File: src/rtl/password_box_pkg.sv
// Shared types and key-code constants for the keypad password box.
package password_box_pkg;

  typedef enum logic [1:0] {
    LOCKED = 2'd0,
    OPEN   = 2'd1,
    SETPW  = 2'd2,
    ALARM  = 2'd3
  } state_e;

  localparam logic [3:0] KEY_ENTER = 4'hA;
  localparam logic [3:0] KEY_CLEAR = 4'hB;
  localparam logic [3:0] KEY_SET   = 4'hC;
  localparam logic [3:0] KEY_LOCK  = 4'hD;
  localparam logic [3:0] KEY_ABORT = 4'hE;

  function automatic logic is_digit(input logic [3:0] code);
    return (code <= 4'h9);
  endfunction

endpackage

File: src/rtl/password_box_ctrl_if.sv
// Keypad-side and status signals of the password box, bundled for the top level.
interface password_box_ctrl_if;
  logic [3:0] SWC;
  logic [3:0] key;
  logic       key_evt;
  logic [3:0] key_code;
  logic [3:0] digit_cnt;
  logic       unlocked;
  logic       alarm;
  logic       err;

  modport slave (
    input  SWC, key,
    output key_evt, key_code, digit_cnt, unlocked, alarm, err
  );

  modport master (
    output SWC, key,
    input  key_evt, key_code, digit_cnt, unlocked, alarm, err
  );
endinterface

File: src/rtl/password_box_ctrl_keypad_press_detect.sv
// Turns the scanner's column lines into debounced single press events,
// judging press state once per 4-clock scan window.
module keypad_press_detect #(
  parameter int DEBOUNCE_WIN = 4
) (
  input  logic       clk,
  input  logic       rst,
  input  logic [3:0] swc,
  input  logic [3:0] key,
  output logic       key_evt,
  output logic [3:0] key_code
);

  localparam int CW = $clog2(DEBOUNCE_WIN + 1);
  localparam logic [CW-1:0] WIN_LIMIT = CW'(DEBOUNCE_WIN);

  logic [1:0]    win_cnt_r;
  logic          down_acc_r;
  logic          last_down_r;
  logic [CW-1:0] stab_cnt_r;
  logic          deb_r;
  logic          deb_d_r;
  logic          key_evt_r;
  logic [3:0]    key_code_r;

  logic          win_end_s;
  logic          win_down_s;
  logic [CW-1:0] stab_nxt_s;
  logic          stab_hit_s;

  // Window verdict and stability counter next value
  always_comb begin
    win_end_s  = (win_cnt_r == 2'd3);
    win_down_s = down_acc_r | ~(&swc);
    stab_nxt_s = stab_cnt_r;
    if (win_down_s == last_down_r) begin
      if (stab_cnt_r == WIN_LIMIT) begin
        stab_nxt_s = stab_cnt_r;
      end else begin
        stab_nxt_s = stab_cnt_r + CW'(1);
      end
    end else begin
      stab_nxt_s = CW'(1);
    end
    stab_hit_s = (stab_nxt_s == WIN_LIMIT) && (win_down_s != deb_r);
  end

  // Window counter, debounce state and event capture
  always_ff @(posedge clk) begin
    if (rst) begin
      win_cnt_r   <= 2'd0;
      down_acc_r  <= 1'b0;
      last_down_r <= 1'b0;
      stab_cnt_r  <= '0;
      deb_r       <= 1'b0;
      deb_d_r     <= 1'b0;
      key_evt_r   <= 1'b0;
      key_code_r  <= 4'h0;
    end else begin
      win_cnt_r <= win_cnt_r + 2'd1;
      if (win_end_s) begin
        down_acc_r  <= 1'b0;
        last_down_r <= win_down_s;
        if (stab_hit_s) begin
          deb_r      <= win_down_s;
          stab_cnt_r <= '0;
        end else begin
          stab_cnt_r <= stab_nxt_s;
        end
      end else begin
        down_acc_r <= win_down_s;
      end
      // Edge detect on the registered debounced state adds the output stage
      deb_d_r   <= deb_r;
      key_evt_r <= deb_r & ~deb_d_r;
      if (deb_r & ~deb_d_r) begin
        key_code_r <= key;
      end
    end
  end

  assign key_evt  = key_evt_r;
  assign key_code = key_code_r;

endmodule

File: src/rtl/password_box_ctrl.sv
// Password box: debounced keypad events drive an entry buffer and a
// lock/open/set-password/alarm state machine.
module password_box_ctrl
  import password_box_pkg::*;
#(
  parameter int DEBOUNCE_WIN = 4,
  parameter int PW_LEN       = 4,
  parameter int MAX_FAIL     = 3,
  parameter logic [4*PW_LEN-1:0] DEFAULT_PW = 16'h1234
) (
  input logic               clk,
  input logic               rst,
  password_box_ctrl_if.slave bus
);

  localparam int BW = 4 * PW_LEN;
  localparam int FW = $clog2(MAX_FAIL + 1);
  localparam logic [FW-1:0] FAIL_LIMIT = FW'(MAX_FAIL);
  localparam logic [3:0]    FULL_CNT   = 4'(PW_LEN);

  localparam logic [1:0] S_LOCKED = LOCKED;
  localparam logic [1:0] S_OPEN   = OPEN;
  localparam logic [1:0] S_SETPW  = SETPW;
  localparam logic [1:0] S_ALARM  = ALARM;

  logic          evt_s;
  logic [3:0]    code_s;

  logic [1:0]    state_r, state_nxt_s;
  logic [BW-1:0] pw_r, pw_nxt_s;
  logic [BW-1:0] buf_r, buf_nxt_s, shift_s;
  logic [3:0]    cnt_r, cnt_nxt_s;
  logic [FW-1:0] fail_r, fail_nxt_s;
  logic          err_s;
  logic          full_s;
  logic          err_r, unlocked_r, alarm_r;

  keypad_press_detect #(
    .DEBOUNCE_WIN(DEBOUNCE_WIN)
  ) u_detect (
    .clk     (clk),
    .rst     (rst),
    .swc     (bus.SWC),
    .key     (bus.key),
    .key_evt (evt_s),
    .key_code(code_s)
  );

  // Next-state, buffer and password update on each key event
  always_comb begin
    state_nxt_s = state_r;
    pw_nxt_s    = pw_r;
    buf_nxt_s   = buf_r;
    cnt_nxt_s   = cnt_r;
    fail_nxt_s  = fail_r;
    err_s       = 1'b0;
    full_s      = (cnt_r == FULL_CNT);
    shift_s     = (buf_r << 4) | BW'(code_s);

    if (evt_s) begin
      case (state_r)
        S_LOCKED: begin
          if (is_digit(code_s)) begin
            if (full_s) begin
              err_s = 1'b1;
            end else begin
              buf_nxt_s = shift_s;
              cnt_nxt_s = cnt_r + 4'd1;
            end
          end else if (code_s == KEY_CLEAR) begin
            buf_nxt_s = '0;
            cnt_nxt_s = 4'd0;
          end else if (code_s == KEY_ENTER) begin
            if (full_s && (buf_r == pw_r)) begin
              state_nxt_s = S_OPEN;
              fail_nxt_s  = '0;
            end else begin
              err_s     = 1'b1;
              buf_nxt_s = '0;
              cnt_nxt_s = 4'd0;
              if (fail_r >= FAIL_LIMIT) begin
                fail_nxt_s = fail_r;
              end else begin
                fail_nxt_s = fail_r + FW'(1);
              end
              if (fail_nxt_s >= FAIL_LIMIT) begin
                state_nxt_s = S_ALARM;
              end else begin
                state_nxt_s = S_LOCKED;
              end
            end
          end else begin
            err_s = 1'b1;
          end
        end
        S_OPEN: begin
          if (code_s == KEY_LOCK) begin
            state_nxt_s = S_LOCKED;
          end else if (code_s == KEY_SET) begin
            state_nxt_s = S_SETPW;
          end else begin
            err_s = 1'b1;
          end
        end
        S_SETPW: begin
          if (is_digit(code_s)) begin
            if (full_s) begin
              err_s = 1'b1;
            end else begin
              buf_nxt_s = shift_s;
              cnt_nxt_s = cnt_r + 4'd1;
            end
          end else if (code_s == KEY_CLEAR) begin
            buf_nxt_s = '0;
            cnt_nxt_s = 4'd0;
          end else if (code_s == KEY_ENTER) begin
            if (full_s) begin
              pw_nxt_s    = buf_r;
              state_nxt_s = S_OPEN;
            end else begin
              err_s = 1'b1;
            end
          end else if (code_s == KEY_ABORT) begin
            state_nxt_s = S_OPEN;
          end else begin
            err_s = 1'b1;
          end
        end
        S_ALARM: begin
          state_nxt_s = S_ALARM;
        end
        default: begin
          state_nxt_s = S_LOCKED;
        end
      endcase
    end else begin
      state_nxt_s = state_r;
    end

    // Any state change starts the next entry from an empty buffer
    if (state_nxt_s != state_r) begin
      buf_nxt_s = '0;
      cnt_nxt_s = 4'd0;
    end else begin
      cnt_nxt_s = cnt_nxt_s;
    end
  end

  // Controller state and registered status outputs
  always_ff @(posedge clk) begin
    if (rst) begin
      state_r    <= S_LOCKED;
      pw_r       <= DEFAULT_PW;
      buf_r      <= '0;
      cnt_r      <= 4'd0;
      fail_r     <= '0;
      err_r      <= 1'b0;
      unlocked_r <= 1'b0;
      alarm_r    <= 1'b0;
    end else begin
      state_r    <= state_nxt_s;
      pw_r       <= pw_nxt_s;
      buf_r      <= buf_nxt_s;
      cnt_r      <= cnt_nxt_s;
      fail_r     <= fail_nxt_s;
      err_r      <= err_s;
      unlocked_r <= (state_nxt_s == S_OPEN) || (state_nxt_s == S_SETPW);
      alarm_r    <= (state_nxt_s == S_ALARM);
    end
  end

  assign bus.key_evt   = evt_s;
  assign bus.key_code  = code_s;
  assign bus.digit_cnt = cnt_r;
  assign bus.unlocked  = unlocked_r;
  assign bus.alarm     = alarm_r;
  assign bus.err       = err_r;

endmodule

File: src/flat_wrapper.sv
// flat-port wrapper written by rule: the top's interface ports become plain ports
module password_box_ctrl_flat import password_box_pkg::*;
#(
  parameter int DEBOUNCE_WIN = 4,
  parameter int PW_LEN       = 4,
  parameter int MAX_FAIL     = 3,
  parameter logic [4*PW_LEN-1:0] DEFAULT_PW = 16'h1234
)
  (clk, rst, bus_SWC, bus_key, bus_key_evt, bus_key_code, bus_digit_cnt, bus_unlocked, bus_alarm, bus_err);
  password_box_ctrl_if bus_i ();
  input logic clk;
  input logic rst;
  input wire logic [$bits(bus_i.SWC)-1:0] bus_SWC;
  input wire logic [$bits(bus_i.key)-1:0] bus_key;
  output wire logic [$bits(bus_i.key_evt)-1:0] bus_key_evt;
  output wire logic [$bits(bus_i.key_code)-1:0] bus_key_code;
  output wire logic [$bits(bus_i.digit_cnt)-1:0] bus_digit_cnt;
  output wire logic [$bits(bus_i.unlocked)-1:0] bus_unlocked;
  output wire logic [$bits(bus_i.alarm)-1:0] bus_alarm;
  output wire logic [$bits(bus_i.err)-1:0] bus_err;
  assign bus_i.SWC = bus_SWC;
  assign bus_i.key = bus_key;
  assign bus_key_evt = bus_i.key_evt;
  assign bus_key_code = bus_i.key_code;
  assign bus_digit_cnt = bus_i.digit_cnt;
  assign bus_unlocked = bus_i.unlocked;
  assign bus_alarm = bus_i.alarm;
  assign bus_err = bus_i.err;
  password_box_ctrl #(.DEBOUNCE_WIN(DEBOUNCE_WIN), .PW_LEN(PW_LEN), .MAX_FAIL(MAX_FAIL), .DEFAULT_PW(DEFAULT_PW)) u_core (.clk(clk), .rst(rst), .bus(bus_i));
endmodule
File: config.mk
export PLATFORM = sky130hd
export DESIGN_NAME = password_box_ctrl_flat
export DESIGN_NICKNAME = d
export VERILOG_FILES = /design/src/rtl/password_box_pkg.sv /design/src/rtl/password_box_ctrl_if.sv /design/src/rtl/password_box_ctrl_keypad_press_detect.sv /design/src/rtl/password_box_ctrl.sv /design/src/flat_wrapper.sv
export SDC_FILE = /design/constraint.sdc
export NUM_CORES = 1
export LEC_CHECK = 0
export BUFFER_PORTS_ARGS = -buffer_cell sky130_fd_sc_hd__clkbuf_2
export CAP_MARGIN = 20
export CORE_ASPECT_RATIO = 0.6
export CORE_MARGIN = 4
export CORE_UTILIZATION = 45
export CTS_CLUSTER_DIAMETER = 60
export DETAILED_ROUTE_END_ITERATION = 10
export GPL_ROUTABILITY_DRIVEN = 1
export PLACE_DENSITY = 0.65
export SLEW_MARGIN = 20
export SYNTH_ARGS = -nofsm -noshare
export SYNTH_HDL_FRONTEND = slang
export SYNTH_SLANG_ARGS = --single-unit
File: constraint.sdc
create_clock -name clk -period 1.95 [get_ports clk]
set_input_delay 0.195 -clock clk [delete_from_list [all_inputs] [get_ports clk]]
set_output_delay 0.195 -clock clk [all_outputs]
set_load 0.005 [all_outputs]
==> results by group <==
Floorplanning
  • IO Count: 22
  • Core box area: 5730 um^2
  • Row cnt: 21
  • Initial core utilization: 0.478
  • Die area: 7440 um^2
  • Die Y: 68.4 um
  • Die width: 109 um

Cells and area
  • Area of the multi-input gates: 1590 um^2
  • Layout Area Growth over Synthesis: 30.3%
  • FF+latch area: 1140 um^2
  • NumNets Final: 389
  • Fillers: 506
  • Ant diodes: 0
  • Layout cells sized above 1: 0.341

Synth
  • Mux cell area share after synthesis: 0.0219
  • Post-Synth Simple-Gate Area: 0.241
  • Yosys top cell by area: dfxtp_1
  • Synth Warn #: 0
  • Most frequent cell after synthesis: dfxtp_1
  • Compound-gate portion of the synthesized area: 0.186
  • Post-Syn Area: 2740 um^2
  • Synth cell types: 51
  • Post-Synth XOR/XNOR Area: 0.0575
  • Post-synthesis sequential area ratio: 0.416
  • Synthesized Nets: 331
  • Seq cells post-synth: 57
  • Syn Inst Count: 315
  • Largest family of logic cells by synthesized area: simple AND/OR/NAND/NOR gates
  • Post-synth top area share: 0.416
  • Post-Synth Adder-Cell Area: 0.0274
  • Ys flop type: dfxtp_1
  • Number of synthesized flops with an enable pin: 0
  • Top cells by count, synth: dfxtp_1, nand2_1, nor2_1
  • Avg Inst Size Synth: 8.70 um^2
  • Ys async rst share: 0
  • Synth top area cells: dfxtp_1, xor2_1, a22oi_1

Place
  • Placer Congestion: 0.929
  • Dpl hpwl: 4.54 mm
  • Input/output buffers: 21

STA
  • Skew final: 8.78 ps
  • Count of final setup violators: 23
  • Tmin final: 2090 ps
  • Pins Over Slew Limit: 0
  • Fmax: 479 MHz
  • RSZ-0062 raised after global routing: true
  • Final period util: 1.07
  • Fin Hold WS: 93.9 ps
  • Setup_tns: -1190 ps
  • Setup ws final: -140 ps
  • Final Hold Violating Endpoints: 0
  • Slew margin rel.: 0.610
  • Slew @ Worst Pin: 579 ps

Setup path
  • Crit path capture type: flip-flop
  • R2R Setup Slk: -140 ps
  • Startpoint types: flip-flop
  • Worst Path Arrival: 2360 ps
  • Path depth of the worst reg2reg path: 10
  • Crit. Startpoint: u_core.bus.digit_cnt[0]
  • Critical Path RT: 2220 ps
  • Crit path capture: u_core.buf_r[1]
  • Setup CP Type: flip-flop to flip-flop
  • Crit Reg-Reg Startpoint: u_core.bus.digit_cnt[0]
  • Worst r2r dst: u_core.buf_r[1]
  • Critical Path Fanout Max: 7

Clocking
  • Clk sinks: 57
  • Longest Clk Path Bufs: 2
  • CTS buffer count: 9
  • TritonCTS clock tree: done
  • Cts hold-fix bufs: 0
  • Clock slew at reported path FFs: 70 ps
  • Worst-Skew Late Latency: 340 ps
  • CTS root buf: clkbuf_8
  • H-tree levels: 3

Run status
  • Status: finished, violations left
  • Failing checks: setup timing

Global routing
  • Antenna violations before repair: 0
  • Largest net degree at the start of global routing: 29
  • Total GRT Usage: 0.192
  • First-pass GRT wire length: 10.9 mm
  • GRT overflow: 0
  • Vias in the first global route: 2,270

Route
  • Vias per cell: 5.36
  • Antenna Nets Post-Route: 0
  • DRC Markers: 0
  • TritonRoute pass-1 iters: 4
  • Routed WL: 6.66 mm
  • Initial DRC Count: 89
  • WL/cell: 14.5 um
  • DR vias: 2,454

Power
  • PwrDens: 677 nW/um^2
  • LEAKAGE: 0.00138 uW
  • Peak VDD IR: 363 uV

Run
  • Max cap viols: 0

Worst hold path
  • Hold WC Path Type: primary input to flip-flop
==> layout make-up <==
class / instances / area share
sequential: 57 / 0.321
inverter: 8 / 0.00841
clock inverter: 5 / 0.0175
clock buffer: 11 / 0.0424
multi-input combinational: 230 / 0.444
timing repair buffer: 67 / 0.139
tap: 80 / 0.0280
==> layer usage <==
metal  part of all wire  global-route usage  routed length, um  vias to the layer above
met4             0.0099              0.0882                 66                        0
li1                   -                   -                  -                     1226
met1               0.51               0.264               3360                     1149
met3              0.061              0.0566                403                       10
met2               0.42               0.275               2820                       69
met5                  0                   0                  0                        -
==> metrics by stage <==
stage	util	power [uW]	cells	instance area, um^2	setup WS [ps]
4_1_cts	0.607	2450	453	3480	-127
2_1_floorplan	-	1250	315	2790	-119
3_5_place_dp	0.563	1270	436	3220	-268
5_1_grt	0.623	2510	458	3570	-244
6_report	0.623	2420	458	3570	-140
3_3_place_gp	0.563	1270	436	3220	-186
==> where the power goes <==
part | leakage [uW] | internal (uW) | switching, uW
Clock | 0.000102 | 666 | 506
Combinational | 0.000813 | 25.9 | 41.2
Sequential | 0.000462 | 1170 | 5.49
==> what timing repair did <==
item,4_1_cts,5_1_grt
gates cloned,0,1
buffers inserted,1,4
pin swaps,3,5
gates resized for setup,11,15
endpoints found under the setup margin,25,24
==> critical path, cell delays in order, from the launching register on <==
cell	delay, ps
dfxtp_2	330
inv_2	30
ha_1	170
and3b_2	240
buf_4	150
a21oi_4	120
and4_4	240
o31ai_4	100
buf_12	150
or3b_4	360
a21oi_2	130
==> sequential cells by signal, summed over array words and instances, names as in the netlist <==
register	flops
u_core.u_detect.win_cnt_r	2
u_core.u_detect.deb_d_r	1
u_core.u_detect.key_code	4
u_core.pw_r	16
u_core.buf_r	16
u_core.u_detect.down_acc_r	1
u_core.bus.digit_cnt	4
u_core.fail_r	2
u_core.u_detect.stab_cnt_r	3
u_core.u_detect.last_down_r	1
u_core.bus.alarm	1
u_core.u_detect.key_evt	1
u_core.state_r	2
u_core.bus.err	1
u_core.u_detect.deb_r	1
u_core.bus.unlocked	1
==> cell families (layout without fill, tap and decap cells) <==
family          count (synthesis)  after routing
compound gates                 73             73
xor+xnor                       18             18
fa+ha+maj                       6              6
buf+inv                        28             91
flops                          57             57
mux                             6              6
simple gates                  127            127
==> worst min path at each step <==
stage | start | to | slack [ps] | cells after the start
after global placement | u_core.u_detect.deb_d_r | u_core.u_detect.key_evt | 400 | 1
after floorplan | bus_key[2] | u_core.u_detect.key_code[2] | 330 | 2
after CTS | bus_key[2] | u_core.u_detect.key_code[2] | 80 | 3
after global routing | bus_key[2] | u_core.u_detect.key_code[2] | 120 | 3
after detailed placement | u_core.u_detect.deb_d_r | u_core.u_detect.key_evt | 400 | 1
final | bus_key[2] | u_core.u_detect.key_code[2] | 90 | 3
==> layout by cell type, fill, tap and decap left out, types with 3 or more instances in the layout <==
cell type,instances
dfxtp_1,54
buf_4,41
nand2_1,31
nor2_1,21
clkbuf_2,21
a21oi_1,19
xor2_1,14
nor2_2,12
nor2b_1,11
clkbuf_8,11
nor3_1,10
and2_1,8
nand3_1,8
a22oi_2,8
a22oi_1,8
a211o_1,7
inv_1,6
mux2i_1,6
ha_1,6
a211oi_1,5
xnor2_1,4
o21ai_0,4
nand4_1,3
nand3b_1,3
a21oi_2,3
buf_12,3
dfxtp_2,3
(Power assumes the default switching activity.)
